File: config.mk
export PLATFORM = sky130hd
export DESIGN_NAME = pll_domain_manager
export DESIGN_NICKNAME = d
export VERILOG_FILES = /design/src/rtl/pll_mgr_pkg.sv /design/src/rtl/pll_domain_manager_clock_enable_divider.sv /design/src/rtl/pll_domain_manager.sv
export SDC_FILE = /design/constraint.sdc
export NUM_CORES = 1
export LEC_CHECK = 0
export ABC_AREA = 1
export ABC_CLOCK_PERIOD_IN_PS = 3000
export BUFFER_PORTS_ARGS = -buffer_cell sky130_fd_sc_hd__clkbuf_2
export CORE_AREA = 2 2 94 133
export DETAILED_ROUTE_END_ITERATION = 6
export DIE_AREA = 0 0 96 135
export PLACE_DENSITY = 0.8
export SLEW_MARGIN = 5
export SYNTH_ARGS = -nofsm -noshare
export SYNTH_HDL_FRONTEND = slang
export SYNTH_SLANG_ARGS = --single-unit
export TNS_END_PERCENT = 5
File: constraint.sdc
create_clock -name clock_in -period 3 [get_ports clock_in]
set_input_delay 0.15 -clock clock_in [delete_from_list [all_inputs] [get_ports clock_in]]
set_output_delay 0.15 -clock clock_in [all_outputs]
set_load 0.02 [all_outputs]
File: src/rtl/pll_mgr_pkg.sv
// Shared types and width helpers for the PLL domain manager.
// Optional lock-loss counter is enabled with PLLMGR_LOSS_COUNT_EN.
package pll_mgr_pkg;

    typedef enum logic [1:0] {
        WAIT_LOCK,
        STABLE,
        HOLD,
        RUN
    } state_t;

    // Bits needed for a counter that runs from 0 to n-1 (at least 1 bit).
    function automatic int unsigned cnt_width(input int unsigned n);
        return (n <= 1) ? 1 : $clog2(n);
    endfunction

    localparam int unsigned DEF_LOCK_STABLE = 1024;
    localparam int unsigned DEF_RESET_HOLD  = 16;
    localparam int unsigned LOCK_CNT_W      = cnt_width(DEF_LOCK_STABLE);
    localparam int unsigned HOLD_CNT_W      = cnt_width(DEF_RESET_HOLD);

endpackage

File: src/rtl/pll_domain_manager_clock_enable_divider.sv
// One clock-enable channel: divides clock_in by max(divisor, 1) while run and enable are high.
module clock_enable_divider #(
    parameter int unsigned DIV_WIDTH = 16
) (
    input  logic                 clock_in,
    input  logic                 reset_n,
    input  logic [DIV_WIDTH-1:0] divisor,
    input  logic                 enable,
    input  logic                 run,
    output logic                 tick
);

    logic [DIV_WIDTH-1:0] cnt;
    logic [DIV_WIDTH-1:0] last;

    // Divisors 0 and 1 both terminate at count 0, giving a tick every cycle.
    always_comb begin
        last = (divisor == '0) ? '0 : divisor - DIV_WIDTH'(1);
    end

    // A '>=' compare lets a shrinking divisor wrap immediately instead of stalling.
    always_ff @(posedge clock_in) begin
        if (!reset_n || !run || !enable) begin
            cnt  <= '0;
            tick <= 1'b0;
        end else if (cnt >= last) begin
            cnt  <= '0;
            tick <= 1'b1;
        end else begin
            cnt  <= cnt + DIV_WIDTH'(1);
            tick <= 1'b0;
        end
    end

endmodule

File: src/rtl/pll_domain_manager.sv
// Lock supervisor and NUM_CH clock-enable generator for a PLL-derived domain.
// Define PLLMGR_LOSS_COUNT_EN to add the saturating loss_count debug port.
import pll_mgr_pkg::*;

module pll_domain_manager #(
    parameter int unsigned NUM_CH         = 4,
    parameter int unsigned DIV_WIDTH      = 16,
    parameter int unsigned LOCK_STABLE    = 1024,
    parameter int unsigned RESET_HOLD     = 16,
    parameter int unsigned LOSS_CNT_WIDTH = 8
) (
    input  logic                        clock_in,
    input  logic                        reset_n,
    input  logic                        pll_locked,
    input  logic [NUM_CH*DIV_WIDTH-1:0] divisor,
    input  logic [NUM_CH-1:0]           ch_enable,
    output logic [NUM_CH-1:0]           tick,
    output logic                        domain_reset_n,
    output logic                        ready
`ifdef PLLMGR_LOSS_COUNT_EN
    ,
    output logic [LOSS_CNT_WIDTH-1:0]   loss_count
`endif
);

    localparam int unsigned SEQ_CNT_W =
        (cnt_width(LOCK_STABLE) > cnt_width(RESET_HOLD)) ? cnt_width(LOCK_STABLE)
                                                         : cnt_width(RESET_HOLD);
    localparam logic [SEQ_CNT_W-1:0] STABLE_LAST = SEQ_CNT_W'(LOCK_STABLE - 1);
    localparam logic [SEQ_CNT_W-1:0] HOLD_LAST   = SEQ_CNT_W'(RESET_HOLD - 1);

    if (NUM_CH < 1 || NUM_CH > 16 || LOCK_STABLE < 1 || RESET_HOLD < 1 ||
        DIV_WIDTH < 1 || LOSS_CNT_WIDTH < 1) begin : g_param_check
        $error("pll_domain_manager: parameter out of range");
    end

    logic [1:0]           sync_q;
    logic                 lock_s;
    state_t               state;
    state_t               state_next;
    logic [SEQ_CNT_W-1:0] seq_cnt;
    logic [SEQ_CNT_W-1:0] seq_cnt_next;
    logic                 ch_run;

    always_ff @(posedge clock_in) begin
        if (!reset_n) begin
            sync_q <= 2'b00;
        end else begin
            sync_q <= {sync_q[0], pll_locked};
        end
    end

    assign lock_s = sync_q[1];

    // Outputs are registered from state_next so they change on the same edge as the state.
    always_ff @(posedge clock_in) begin
        if (!reset_n) begin
            state          <= WAIT_LOCK;
            seq_cnt        <= '0;
            domain_reset_n <= 1'b0;
            ready          <= 1'b0;
        end else begin
            // NOTE: non-blocking assignments here so every register samples pre-edge values.
            state          <= state_next;
            seq_cnt        <= seq_cnt_next;
            domain_reset_n <= (state_next == HOLD) || (state_next == RUN);
            ready          <= (state_next == RUN);
        end
    end

    always_comb begin
        // NOTE: defaults first so no path through the case leaves a variable unassigned (no latch).
        state_next   = state;
        seq_cnt_next = seq_cnt;
        unique case (state)
            WAIT_LOCK: begin
                seq_cnt_next = '0;
                if (lock_s) state_next = STABLE;
            end
            STABLE: begin
                if (!lock_s) begin
                    state_next   = WAIT_LOCK;
                    seq_cnt_next = '0;
                end else if (seq_cnt == STABLE_LAST) begin
                    state_next   = HOLD;
                    seq_cnt_next = '0;
                end else begin
                    seq_cnt_next = seq_cnt + SEQ_CNT_W'(1);
                end
            end
            HOLD: begin
                if (!lock_s) begin
                    state_next   = WAIT_LOCK;
                    seq_cnt_next = '0;
                end else if (seq_cnt == HOLD_LAST) begin
                    state_next   = RUN;
                    seq_cnt_next = '0;
                end else begin
                    seq_cnt_next = seq_cnt + SEQ_CNT_W'(1);
                end
            end
            RUN: begin
                seq_cnt_next = '0;
                if (!lock_s) state_next = WAIT_LOCK;
            end
            default: begin
                state_next   = WAIT_LOCK;
                seq_cnt_next = '0;
            end
        endcase
    end

    // Channels run only while RUN persists, so ticks drop on the same edge the state leaves RUN.
    assign ch_run = (state == RUN) && (state_next == RUN);

    for (genvar i = 0; i < NUM_CH; i++) begin : g_ch
        clock_enable_divider #(
            .DIV_WIDTH(DIV_WIDTH)
        ) u_div (
            .clock_in(clock_in),
            .reset_n (reset_n),
            .divisor (divisor[i*DIV_WIDTH +: DIV_WIDTH]),
            .enable  (ch_enable[i]),
            .run     (ch_run),
            .tick    (tick[i])
        );
    end

`ifdef PLLMGR_LOSS_COUNT_EN
    always_ff @(posedge clock_in) begin
        if (!reset_n) begin
            loss_count <= '0;
        end else if ((state == RUN) && !lock_s && (loss_count != '1)) begin
            loss_count <= loss_count + LOSS_CNT_WIDTH'(1);
        end
    end
`else
    // Lock-loss counter not built in this configuration.
`endif

endmodule

==> results.sh, run 1 <==
export IMPL_status="finished, final reports clean"
export IMPL_worstMarginPinSlew_ns=0.457
export IMPL_htree_levels=3
export IMPL_fp_dieW_um=96
export IMPL_rr_startpoint="g_ch[0].u_div.cnt[9]"
export IMPL_n_antenna_cell=0
export IMPL_synth_distinct_cells=28
export IMPL_finClkSkew_ns=0.00702
export IMPL_routedWlPerCell_um=10.9
export IMPL_grt_antenna_before_repair=0
export IMPL_cpMostUsedCell="inv_1"
export IMPL_cts_tree="done"
export IMPL_drc_errors=0
export IMPL_combPwrFrac=0.116
export IMPL_cts_root_buffer="clkbuf_16"
export IMPL_rows=47
export IMPL_pin_count=77
export IMPL_syn_avg_cell_area_sq_um=6.38
export IMPL_ir_drop_v=0.000292
export IMPL_wirelength_um=14400
export IMPL_grt_pass1_vias=6135
export IMPL_postCtsSetupRepairBufs=0
export IMPL_startpoint="divisor[48]"
export IMPL_cts_sinks=83
export IMPL_ant_nets=0
export IMPL_arrival_ns=2.67
export IMPL_p_per_area_nw_per_um2=320
export IMPL_switching_share=0.243
export IMPL_ys_warn_count=0
export IMPL_finalCritPeriodShare=0.803
export IMPL_synthArstFlopShare=0
export IMPL_p_sw_uw=608
export IMPL_setup_tns_ns=0
export IMPL_crit_slowest_cell="nand4_2"
export IMPL_path_cells="clkbuf_2 > inv_1 > ha_1 > inv_1 > nor2_1 > inv_1 > nor3_1 > inv_1 > o21ai_0 > nand3_1 > ha_1 > a21oi_1 > o21ai_0 > nor2_1 > nand4_2 > nor2_1"
export IMPL_yosys_register_bits=83
export IMPL_fin_crit_ns=2.41
export IMPL_hold_buffers=1
export IMPL_grt_use_total=0.231
export IMPL_fin_util=0.668
export IMPL_drive_gt1_frac=0.109
export IMPL_seqPwrFrac=0.442
export IMPL_dieArea_sq_um=13000
export IMPL_place_area_sq_um=7510
export IMPL_clock_latency_ns=0.34
export IMPL_drtPass1Iterations=6
export IMPL_area_growth_pct=12.5
export IMPL_start_util=0.594
export IMPL_cts_buffers=9
export IMPL_grt_max_degree=17
export IMPL_pwr_share_clk=0.442
export IMPL_relSlewSlack=0.694
export IMPL_hold_path_depth=3
export IMPL_synth_ff_type="dfxtp_1"
export IMPL_p_total_uw=2500
export IMPL_cts_buffer_depth=2
export IMPL_fp_coreArea_sq_um=11700
export IMPL_via_per_inst=5.08
export IMPL_critPathKind="primary input to register"
export IMPL_reg2reg_depth=8
export IMPL_portBuffers=76
export IMPL_grt_first_pass_wirelength_um=24600
export IMPL_hold_path_startpoint="reset_n"
export IMPL_finalSetupViolCount=0
export IMPL_initialDrtViolationCount=223
export IMPL_synthCells=1089
export IMPL_synth_area_sq_um=6950
export IMPL_fin_area_sq_um=7820
export IMPL_rsz0062_at_grt="no"
export IMPL_path_delay_family="simple AND/OR/NAND/NOR gates"
export IMPL_synth_seq_area_share=0.239
export IMPL_required_ns=3.26
export IMPL_cp_num_buf_inv=5
export IMPL_synth_fp_nets=1237
export IMPL_cp_max_fo=16
export IMPL_cap_violations=0
export IMPL_dp_hpwl_um=12000
export IMPL_crit_path_max_incr_delay_ns=0.37
export IMPL_r2r_end="g_ch[0].u_div.cnt[15]"
export IMPL_end_kind="register"
export IMPL_report_final_slew_viol_count=0
export IMPL_mostFrequentLayoutCell="nand2_1"
export IMPL_hold_end="sync_q[1]"
export IMPL_vias=6740
export IMPL_cellLeakagePower_uw=0.00369
export IMPL_synth_edff_count=0
export IMPL_die_h_um=135
export IMPL_max_freq_ghz=0.415
export IMPL_rrSetupSlack_ns=1.22
export IMPL_min_path_type="primary input to register"
export IMPL_gp_congestion=0.912
export IMPL_layout_common_cells="nand2_1 (238), nor2_1 (203), inv_1 (163)"
export IMPL_overflow=0
export IMPL_start_kind="primary input"
export IMPL_cell_internal_pwr_uw=1890
export IMPL_whs_ns=0.105
export IMPL_clk_pin_slew_ns=0.06
export IMPL_final_hold_viol_count=0
export IMPL_post_cts_resized=0
export IMPL_nNetsFinal=1322
-- cell families (layout without fill, tap and decap cells) --
family	after synthesis	after routing	synth area share
xor gates and xnor gates	72	72	0.0907
and+or+nand+nor	623	623	0.386
buffers and inverters	173	263	0.0967
DFF	83	83	0.239
AOI/OAI and AO/OA	61	61	0.0484
adders and majority gates	77	77	0.139
-- tightest hold or removal path, stage by stage --
cell and delay [ns]:
clkbuf_2 0.14, nand2_1 0.07, inv_1 0.03
-- layout make-up --
class                      instances  area (sq um)
multi-input combinational        833          4620
fill                            1133          3880
sequential                        83          1660
inverter                         163           612
timing repair buffer              84           443
clock buffer                      11           243
tap                              147           184
clock inverter                     5          61.3
-- flip-flops by register name (all words and copies together) (netlist names) --
register,cells
domain_reset_n,1
g_ch.u_div.cnt,64
g_ch.u_div.tick,4
ready,1
seq_cnt,10
state,1
sync_q,2
-- synth_stat cells (2+ instances only) --
library cell    n  area (sq um)
nand4_1        17           106
ha_1           77           963
nand3b_1        6          45.0
dfxtp_1        83          1660
inv_1         163           612
o21bai_1        3          22.5
nor2_2          8          50.1
a21o_1          5          37.5
xor2_1         42           368
o21ai_0        17          85.1
buf_4           4          30.0
or2_2          13          81.3
nand4_2         5          62.6
a31oi_1         2          12.5
nor2_4          2          22.5
nor3_1         24           120
nor2_1        203           762
nor4_1          4          25.0
buf_2           6          30.0
nand3_1       101           505
xnor2_1        30           263
nand2_1       238           893
a21oi_1        31           155
-- how the worst max path moves through the flow --
stage                                        to  slack (ns)  depth (start not counted)
after global routing       g_ch[3].u_div.cnt[5]        0.19                         16
after global placement     g_ch[3].u_div.cnt[1]        0.29                         14
final                     g_ch[3].u_div.cnt[10]        0.59                         16
after CTS                 g_ch[3].u_div.cnt[10]        0.59                         16
after floorplan           g_ch[3].u_div.cnt[10]        0.67                         16
after detailed placement   g_ch[3].u_div.cnt[1]        0.25                         16
-- power groups by stage --
stage / clock network (uW) / logic [uW] / registers [uW]
after detailed placement: 0 / 288 / 1130
after global routing: 1180 / 335 / 1100
after floorplan: 0 / 175 / 1130
final: 1110 / 290 / 1100
after CTS: 1130 / 291 / 1100
after global placement: 0 / 283 / 1130
-- through the flow --
step | instances | setup WS, ns
detailed placement | 1309 | 0.254
finish | 1326 | 0.590
global route | 1326 | 0.187
global placement | 1309 | 0.286
floorplan | 1089 | 0.675
CTS | 1326 | 0.585
-- metal layers --
layer / up-vias / GRT usage / wire length, um
li1: 3623 / - / -
met1: 2987 / 0.251 / 6160
met2: 109 / 0.443 / 7670
met3: 21 / 0.0396 / 376
met4: 0 / 0.0643 / 238
met5: - / 0 / 0
Note: power is estimated with default switching activity, not from simulation.
==> run 2, diff against run 1 <==
- ABC_CLOCK_PERIOD_IN_PS: 3000 -> 2000
- CORE_AREA: 2 2 94 133 -> 2 2 99 140
- DIE_AREA: 0 0 96 135 -> 0 0 101 142
- PLACE_DENSITY: 0.8 -> 0.76
- clock period: 3 -> 2 ns (I/O delays scaled with it)
==> run 2 against run 1 <==
Sequential cell count did not move. Clock skew rose by 0.0010 ns. Design area rose by 27%. Non-clock buffer count rose by 155. Sequential power rose by 51%. Worst setup slack got worse by 0.59 ns. Critical path depth rose by 2. Utilization rose by 8.8 points. Via count rose by 14%. Final cell count rose by 12%. Highest routed layer unchanged.
==> results.sh, run 2 (same netlist as run 1, synthesis figures left out) <==
export IMPL_relSlewSlack=0.759
export IMPL_top_register="g_ch.u_div.cnt"
export IMPL_start_util=0.529
export IMPL_htree_levels=3
export IMPL_cp_max_fo=8
export IMPL_largest_reg_flops=64
export IMPL_arrival_ns=2.22
export IMPL_crit_slowest_cell="ha_4"
export IMPL_dp_hpwl_um=13400
export IMPL_rrSetupSlack_ns=0.29
export IMPL_stdcell_count=1490
export IMPL_cpMostUsedCell="nor2_4"
export IMPL_fill_cells=962
export IMPL_p_per_area_nw_per_um2=416
export IMPL_place_area_sq_um=8750
export IMPL_drtPass1Iterations=6
export IMPL_ir_drop_v=0.000402
export IMPL_nNetsFinal=1477
export IMPL_cellLeakagePower_uw=0.00465
export IMPL_max_freq_ghz=0.501
export IMPL_status="finished, final reports clean"
export IMPL_routedWlPerCell_um=12.4
export IMPL_grt_use_total=0.236
export IMPL_die_h_um=142
export IMPL_endpoint="g_ch[1].u_div.cnt[5]"
export IMPL_clock_latency_ns=0.34
export IMPL_layout_common_cells="nand2_1 (215), buf_4 (151), nor2_1 (148)"
export IMPL_drc_errors=0
export IMPL_finalCritPeriodShare=0.998
export IMPL_cap_violations=0
export IMPL_rows=50
export IMPL_cts_tree="done"
export IMPL_path_delay_family="simple AND/OR/NAND/NOR gates"
export IMPL_fp_coreArea_sq_um=13100
export IMPL_min_path_type="primary input to register"
export IMPL_area_growth_pct=43.0
export IMPL_end_kind="register"
export IMPL_finalSetupViolCount=0
export IMPL_rr_startpoint="g_ch[2].u_div.cnt[9]"
export IMPL_crit_path_max_incr_delay_ns=0.31
export IMPL_path_cells="buf_6 > inv_16 > ha_4 > inv_4 > nor2_4 > nand2_4 > nor2_4 > nand2_2 > o21ai_1 > nand3_1 > ha_4 > nand2_4 > buf_4 > o21ai_2 > nor2_4 > nand4_4 > clkbuf_16 > nor2_1"
export IMPL_top_regs="g_ch.u_div.cnt: 64 flops, seq_cnt: 10 flops, g_ch.u_div.tick: 4 flops"
export IMPL_wirelength_um=18400
export IMPL_start_kind="primary input"
export IMPL_required_ns=2.23
export IMPL_dieArea_sq_um=14300
export IMPL_initialDrtViolationCount=220
export IMPL_gp_congestion=0.871
export IMPL_r2r_end="g_ch[2].u_div.cnt[15]"
export IMPL_cts_buffer_depth=2
export IMPL_rsz0062_at_grt="yes"
export IMPL_clk_pin_slew_ns=0.06
export IMPL_fin_crit_ns=2.00
export IMPL_drive_gt1_frac=0.324
export IMPL_cp_num_buf_inv=5
export IMPL_pin_count=77
export IMPL_overflow=0
export IMPL_finalWorstSetupSlack_ns=0.00386
export IMPL_grt_first_pass_wirelength_um=28400
export IMPL_portBuffers=76
export IMPL_report_final_slew_viol_count=0
export IMPL_final_hold_viol_count=0
export IMPL_startpoint="divisor[16]"
export IMPL_vias=7680
export IMPL_place_ws_ns=-0.442
export IMPL_mostFrequentLayoutCell="nand2_1"
export IMPL_cts_sinks=83
export IMPL_cp_depth=18
export IMPL_critPathKind="primary input to register"
export IMPL_reg2reg_depth=9
export IMPL_n_antenna_cell=0
export IMPL_finClkSkew_ns=0.00802
export IMPL_grt_pass1_vias=7125
export IMPL_grt_max_degree=17
export IMPL_ant_nets=0
export IMPL_fp_dieW_um=101
export IMPL_worstMarginPinSlew_ns=0.359
export IMPL_grt_antenna_before_repair=0
export IMPL_dpl_cell_count=1454
export IMPL_via_per_inst=5.15
export IMPL_fin_area_sq_um=9940
export IMPL_cts_root_buffer="clkbuf_16"
export IMPL_cts_buffers=9
==> run 2: changes by cell type in the layout (fill, tap and decap cells not counted), moves of 9 or more <==
cell	previous run	this run
ha_1	77	65
inv_1	163	143
buf_4	7	151
nand3_2	0	18
nor3_1	24	15
nor2_1	203	148
inv_2	0	12
buf_6	0	10
ha_4	0	10
nand3_1	101	81
nor2_4	2	26
nand2_1	238	215
nand2_2	1	19
nor2_2	8	39
==> run 2: through the flow <==
stage / util / TNS [ns] / hold WS [ns] / total power, uW
floorplan: - / -0.611 / 0.193 / 1980
global placement: 0.666 / -19.19 / 0.288 / 2310
detailed placement: 0.666 / -22.86 / 0.289 / 2320
CTS: 0.694 / 0 / 0.0793 / 4050
global route: 0.756 / -5.04 / 0.120 / 4310
finish: 0.756 / 0 / 0.0851 / 4130
==> run 2: worst min path at each step <==
| stage | start | endpoint | slack (ns) | cells after the start |
|---|---|---|---|---|
| after global placement | pll_locked | sync_q[0] | 0.29 | 3 |
| after floorplan | reset_n | sync_q[0] | 0.19 | 2 |
| after CTS | reset_n | sync_q[0] | 0.08 | 3 |
| after global routing | reset_n | sync_q[0] | 0.12 | 3 |
| after detailed placement | pll_locked | sync_q[0] | 0.29 | 3 |
| final | reset_n | sync_q[0] | 0.09 | 3 |
==> run 2: worst reg2reg max path, delay by kind of cell (launching register included) <==
| family | cells | cell delay [ns] |
|---|---|---|
| buffers and inverters | 1 | 0.20 |
| adders and majority gates | 1 | 0.30 |
| AOI/OAI and AO/OA | 1 | 0.06 |
| and+or+nand+nor | 6 | 0.63 |
| DFF | 1 | 0.46 |
==> run 2: what timing repair did <==
item	4_1_cts	5_1_grt
resized for setup	9	173
pin swaps	6	58
buffers inserted	2	13
endpoints found under the setup margin	34	68
cloned	0	4
hold buffers	1	0
hold endpoints to repair	1	0
==> run 2: layout make-up <==
| type | count | area (sq um) | area share |
|---|---|---|---|
| sequential | 83 | 1660 | 0.167 |
| tap | 156 | 195 | 0.0196 |
| clock inverter | 5 | 77.6 | 0.00781 |
| inverter | 163 | 658 | 0.0662 |
| multi-input combinational | 833 | 5370 | 0.540 |
| timing repair buffer | 239 | 1750 | 0.176 |
| clock buffer | 11 | 233 | 0.0234 |
==> run 2: layer usage <==
metal  GRT usage  share of wire  up-vias  routed length [um]
li1            -              -     3953                   -
met1       0.255           0.40     3505                7340
met2       0.459           0.54      170                9930
met3      0.0250          0.027       52                 500
met4      0.0910          0.036        0                 666
met5           0              0        -                   0
==> run 2: power by group <==
part | switching, uW | total [uW] | internal (uW) | leakage [uW]
logic | 376 | 738 | 361 | 0.00383
clock network | 645 | 1730 | 1090 | 0.000150
registers | 2.11 | 1660 | 1660 | 0.000669
total | 1020 | 4130 | 3110 | 0.00465
